`config.mk`:
```
export PLATFORM = sky130hd
export DESIGN_NAME = alu_exec_unit
export DESIGN_NICKNAME = d
export VERILOG_FILES = /design/src/rtl/alu_exec_unit.sv
export SDC_FILE = /design/constraint.sdc
export NUM_CORES = 1
export LEC_CHECK = 0
export CORE_MARGIN = 2
export CORE_UTILIZATION = 26
export CTS_CLUSTER_DIAMETER = 200
export DETAILED_ROUTE_END_ITERATION = 10
export GPL_TIMING_DRIVEN = 0
export MAX_ROUTING_LAYER = met4
export PLACE_DENSITY = 0.43
export SYNTH_ARGS = -nofsm -noshare
export SYNTH_HDL_FRONTEND = slang
export SYNTH_SLANG_ARGS = --single-unit
```
`constraint.sdc`:
```
create_clock -name clk -period 2.56 [get_ports clk]
set_input_delay 0.384 -clock clk [delete_from_list [all_inputs] [get_ports clk]]
set_output_delay 0.384 -clock clk [all_outputs]
set_load 0.01 [all_outputs]
```
`src/rtl/alu_exec_unit.sv`:
```
// Integer execute unit: add, branch compare and R-type ALU ops with a registered valid/ready result.
// Optional macro ALU_EXEC_MUL_EN adds an iterative shift-add multiplier (mul) that occupies the unit for XLEN cycles.
module alu_exec_unit #(
  parameter int XLEN = 32
) (
  input  logic            clk,
  input  logic            rst_n,
  input  logic            in_valid,
  output logic            in_ready,
  input  logic [1:0]      alu_op,
  input  logic [6:0]      funct7,
  input  logic [2:0]      funct3,
  input  logic [XLEN-1:0] op_a,
  input  logic [XLEN-1:0] op_b,
  output logic            out_valid,
  input  logic            out_ready,
  output logic [XLEN-1:0] result,
  output logic            taken,
  output logic            illegal
);

  localparam int SHW = $clog2(XLEN);

  logic            r_out_valid;
  logic [XLEN-1:0] r_result;
  logic            r_taken;
  logic            r_illegal;

  logic            w_accept;
  logic [SHW-1:0]  w_shamt;
  logic [XLEN-1:0] w_sum;
  logic [XLEN-1:0] w_diff;
  logic            w_lt;
  logic            w_ltu;
  logic [XLEN-1:0] w_res;
  logic            w_taken;
  logic            w_illegal;
  logic            w_is_mul;
  logic            w_mul_done;
  logic [XLEN-1:0] w_mul_product;

  assign w_accept = in_valid && in_ready;
  assign w_shamt  = op_b[SHW-1:0];
  assign w_sum    = op_a + op_b;
  assign w_diff   = op_a - op_b;
  assign w_lt     = $signed(op_a) < $signed(op_b);
  assign w_ltu    = op_a < op_b;

  // NOTE: every output of an always_comb gets a default first, so no path leaves one unassigned and no latch is inferred.
  always_comb begin
    w_res     = '0;
    w_taken   = 1'b0;
    w_illegal = 1'b0;
    w_is_mul  = 1'b0;
    case (alu_op)
      2'b00: w_res = w_sum;
      2'b01: begin
        w_res = w_diff;
        case (funct3)
          3'b000:  w_taken = (op_a == op_b);
          3'b001:  w_taken = (op_a != op_b);
          3'b100:  w_taken = w_lt;
          3'b101:  w_taken = !w_lt;
          3'b110:  w_taken = w_ltu;
          3'b111:  w_taken = !w_ltu;
          default: w_illegal = 1'b1;
        endcase
      end
      2'b10: begin
        if (funct7 == 7'b0000000) begin
          case (funct3)
            3'b000:  w_res = w_sum;
            3'b001:  w_res = op_a << w_shamt;
            3'b010:  w_res = {{(XLEN-1){1'b0}}, w_lt};
            3'b011:  w_res = {{(XLEN-1){1'b0}}, w_ltu};
            3'b100:  w_res = op_a ^ op_b;
            3'b101:  w_res = op_a >> w_shamt;
            3'b110:  w_res = op_a | op_b;
            default: w_res = op_a & op_b;
          endcase
        end else if (funct7 == 7'b0100000) begin
          case (funct3)
            3'b000:  w_res = w_diff;
            3'b101:  w_res = $signed(op_a) >>> w_shamt;
            default: w_illegal = 1'b1;
          endcase
`ifdef ALU_EXEC_MUL_EN
        end else if (funct7 == 7'b0000001 && funct3 == 3'b000) begin
          w_is_mul = 1'b1;
`endif
        end else begin
          w_illegal = 1'b1;
        end
      end
      default: w_illegal = 1'b1;
    endcase
    // Illegal encodings must report a clean zero result even where a partial decode produced one.
    if (w_illegal) begin
      w_res   = '0;
      w_taken = 1'b0;
    end
  end

`ifdef ALU_EXEC_MUL_EN
  typedef enum logic {ST_IDLE, ST_BUSY} state_t;

  state_t           r_state;
  state_t           w_state_next;
  logic [SHW-1:0]   r_cnt;
  logic [XLEN-1:0]  r_mcand;
  logic [XLEN-1:0]  r_mplier;
  logic [XLEN-1:0]  r_acc;

  // The last BUSY edge folds in the final multiplier bit, so the product lands exactly XLEN edges after accept.
  assign w_mul_done    = (r_state == ST_BUSY) && (r_cnt == SHW'(XLEN-1));
  assign w_mul_product = r_acc + (r_mplier[0] ? r_mcand : '0);
  assign in_ready      = (r_state == ST_IDLE) && (!r_out_valid || out_ready);

  // NOTE: sequential state is updated with non-blocking assignments so every flop samples pre-edge values.
  always_ff @(posedge clk or negedge rst_n) begin
    if (!rst_n) r_state <= ST_IDLE;
    else        r_state <= w_state_next;
  end

  always_comb begin
    w_state_next = r_state;
    case (r_state)
      ST_IDLE: if (w_accept && w_is_mul) w_state_next = ST_BUSY;
      ST_BUSY: if (w_mul_done)           w_state_next = ST_IDLE;
      default: w_state_next = ST_IDLE;
    endcase
  end

  always_ff @(posedge clk or negedge rst_n) begin
    if (!rst_n) begin
      r_cnt    <= '0;
      r_mcand  <= '0;
      r_mplier <= '0;
      r_acc    <= '0;
    end else if (w_accept && w_is_mul) begin
      r_cnt    <= '0;
      r_mcand  <= op_a;
      r_mplier <= op_b;
      r_acc    <= '0;
    end else if (r_state == ST_BUSY) begin
      r_cnt    <= r_cnt + SHW'(1);
      r_mcand  <= r_mcand << 1;
      r_mplier <= r_mplier >> 1;
      r_acc    <= w_mul_product;
    end
  end
`else
  assign w_mul_done    = 1'b0;
  assign w_mul_product = '0;
  assign in_ready      = !r_out_valid || out_ready;
`endif

  always_ff @(posedge clk or negedge rst_n) begin
    if (!rst_n) begin
      r_out_valid <= 1'b0;
      r_result    <= '0;
      r_taken     <= 1'b0;
      r_illegal   <= 1'b0;
    end else if (w_accept && !w_is_mul) begin
      r_out_valid <= 1'b1;
      r_result    <= w_res;
      r_taken     <= w_taken;
      r_illegal   <= w_illegal;
    end else if (w_accept) begin
      r_out_valid <= 1'b0;
    end else if (w_mul_done) begin
      r_out_valid <= 1'b1;
      r_result    <= w_mul_product;
      r_taken     <= 1'b0;
      r_illegal   <= 1'b0;
    end else if (out_ready) begin
      r_out_valid <= 1'b0;
    end
  end

  assign out_valid = r_out_valid;
  assign result    = r_result;
  assign taken     = r_taken;
  assign illegal   = r_illegal;

endmodule

```
==> results of run 1 <==
per-layer routing:
metal	routed length, um	track usage [%]	part of all wire [%]
met1	38600	53.7	42
met2	39300	61.3	43
met3	8740	6.38	9.5
met4	5670	18.7	6.1
met5	0	-	0
logic make-up after synthesis:
logic type                 synth area share, %
buffers and inverters                     9.07
DFF                                       7.76
and+or+nand+nor                           19.2
xor gates and xnor gates                  5.43
AOI/OAI and AO/OA                         35.9
muxes                                     11.5
adders and majority gates                 11.1
per-stage QoR:
stage                     area [um2]  TNS [ps]  total power (W)  std cells  setup WS, ps
final                          17700    -17980          0.00612       2554          -854
after global routing           17700    -20070          0.00626       2554          -932
after detailed placement       13500    -75040          0.00402       2380         -2700
after global placement         13400    -88490          0.00405       2378         -2780
after CTS                      15900    -16620          0.00546       2467          -799
after floorplan                11500    -11280          0.00251       1678          -778
registers in the layout (all words and copies together), names as in the netlist:
name       flops
illegal        1
out_valid      1
result        32
taken          1
cell usage in the layout, fill, tap and decap left out, types with 26 or more instances in the layout:
| cell | instances |
|---|---|
| nand3_1 | 26 |
| buf_6 | 29 |
| o21ai_0 | 69 |
| nand2_1 | 141 |
| o211ai_1 | 31 |
| dfrtp_1 | 35 |
| inv_1 | 74 |
| xnor2_1 | 41 |
| ha_1 | 78 |
| nor2_1 | 171 |
| buf_4 | 164 |
| a21oi_2 | 47 |
| a21oi_1 | 155 |
| clkdlybuf4s50_1 | 63 |
| clkbuf_2 | 29 |
| nor3_1 | 26 |
| mux2i_1 | 50 |
timing repair:
action                                 CTS  global route
gates resized for setup                526           295
buffers inserted                        85            91
setup endpoints to repair               34            33
endpoints found under the hold margin   12             0
hold buffers                             1             0
pin swaps                               67           132
final cells by class:
class                           instances  area, um2
Antenna cell                            2       5.00
Buffer                                116       1120
Clock buffer                            5        125
Clock inverter                          3       43.8
Fill cell                            4565      25300
Inverter                              107        480
Multi-Input combinational cell       1409      11700
Sequential cell                        35        876
Tap cell                              585        732
Timing Repair Buffer                  292       2570
critical path: stages:
cell and delay (ps):
buf_8 70, clkbuf_16 140, inv_8 40, buf_12 120
buf_12 130, buf_12 130, ha_4 290, inv_4 40
a211o_4 330, a2111o_1 500, nand2_4 200, buf_4 150
buf_6 90, a21o_2 150, nor2_1 70, xnor2_2 180
a221o_1 340, o211ai_1 120, o21ai_2 110
report_power, final:
group          total, W  switching, W  leakage (nW)  internal (W)
Combinational   0.00462       0.00282          6.53       0.00179
Clock          0.000819      0.000357        0.0838      0.000463
Sequential     0.000681     0.0000580         0.464      0.000623
worst max path at each step:
stage	slack [ps]	depth (start not counted)	to
3_3_place_gp	-2780	16	result[28]
3_5_place_dp	-2700	16	taken
4_1_cts	-800	18	result[25]
2_1_floorplan	-780	17	result[25]
6_report	-850	19	result[19]
5_1_grt	-930	18	result[25]
==> run metrics, run 1 <==
detailed-route DRC error count=0; routed vias/inst=6.27; DIE AREA=45100 um2; nets=2145; Seq/Total Area, Yosys=7.76%; area delta synth->final=56.9%; Clock Skews=11.0 ps; Min Clock Period, post-route=3410 ps; relative slew slack=15.6%; Static Leak=7.08 nW; post-synthesis cell count=1678; GPL Wtd Cong=1.07; Hold Path Class=reg -> reg; most frequent cell after synthesis=a21oi_1; antenna violations before repair=2; Hold Path Depth=2; Final period util=133%; clk slew on worst S/H paths=80 ps; Post-DRT Antenna Nets=0; total core area=43000 um2; FMAX=293 MHz; failing checks=setup timing; critical path type=in -> reg; Yosys cell types=86; reg2reg start=out_valid; Ports=116; top_reg_cell synth=dfrtp_1; setup slack after layout=-854 ps; unrepaired setup endpoints after global routing=yes; Crit. End Element=flip-flop; total track usage=40.8%; share of cells above drive strength 1=36.3%; via count=16000; DR WL/cell=36.2 um; TritonCTS Sinks=35; Worst-Skew Late Latency=320 ps; R2R cell count=5; Avg Inst Size Synth=6.72 um2; syn nets=1857; CTS Root Cell=clkbuf_16; P per Cell Area=346 nW/um2; MaxCap Viol Count=0; CTS buffer count=5; PortBufs=115; Worst Hold Launch=taken; Die Span Y=212 um; drt initial violations=1939; FF+latch count, synth=35; DP Wirelength=72.4 mm; VDD IR max=0.200 mV; crit path DAT=3590 ps; Worst-Margin Slew=1260 ps; CTS Buffer Depth=2; Synth area leaders=ha_1 11%, a21oi_1 10%, dfrtp_1 7.8%, mux2i_1 6.7%, nor2_1 6.4%; CTS tree=yes; Critical Path RT=2740 ps; fraction of registers with async set/reset=100%; largest net degree at the start of global routing=24; final-report setup violation count=33; Worst Setup Start Kind=primary input; EDFF count, synth=0; WHS Endpoint=taken; cell taking the most area after synthesis=ha_1; Pins Over Slew Limit=0; Reg2Reg Setup Slack=110 ps; htree depth=2; Worst setup startpoint=op_b[2]; vias in the first global route=15200; Initial Utilization=26.2%; Core Util, Final=41.2%; WHS=490 ps; Die Wd=212 um; first-pass GRT wire length=123 mm; num rows=76; global route overflow=0; final hold vios=0; Syn. warnings=0; final wirelength=92.4 mm; TritonRoute pass-1 iters=6; Yosys top cell area share=10.8%; status=finished with violations; worst reg2reg endpoint=result[22]; worst-path maximum fanout=4; Post-synth top cells=225 x a21oi_1, 193 x nor2_1, 153 x nand2_1; Synth Cell Area=11300 um2
Note: power is estimated with default switching activity, not from simulation.
==> run 2, diff against run 1 <==
Settings changed: HOLD_SLACK_MARGIN set to 0.03.
==> results of run 2 <==
The final DEF is identical to that of run 1; final timing and power are the same.
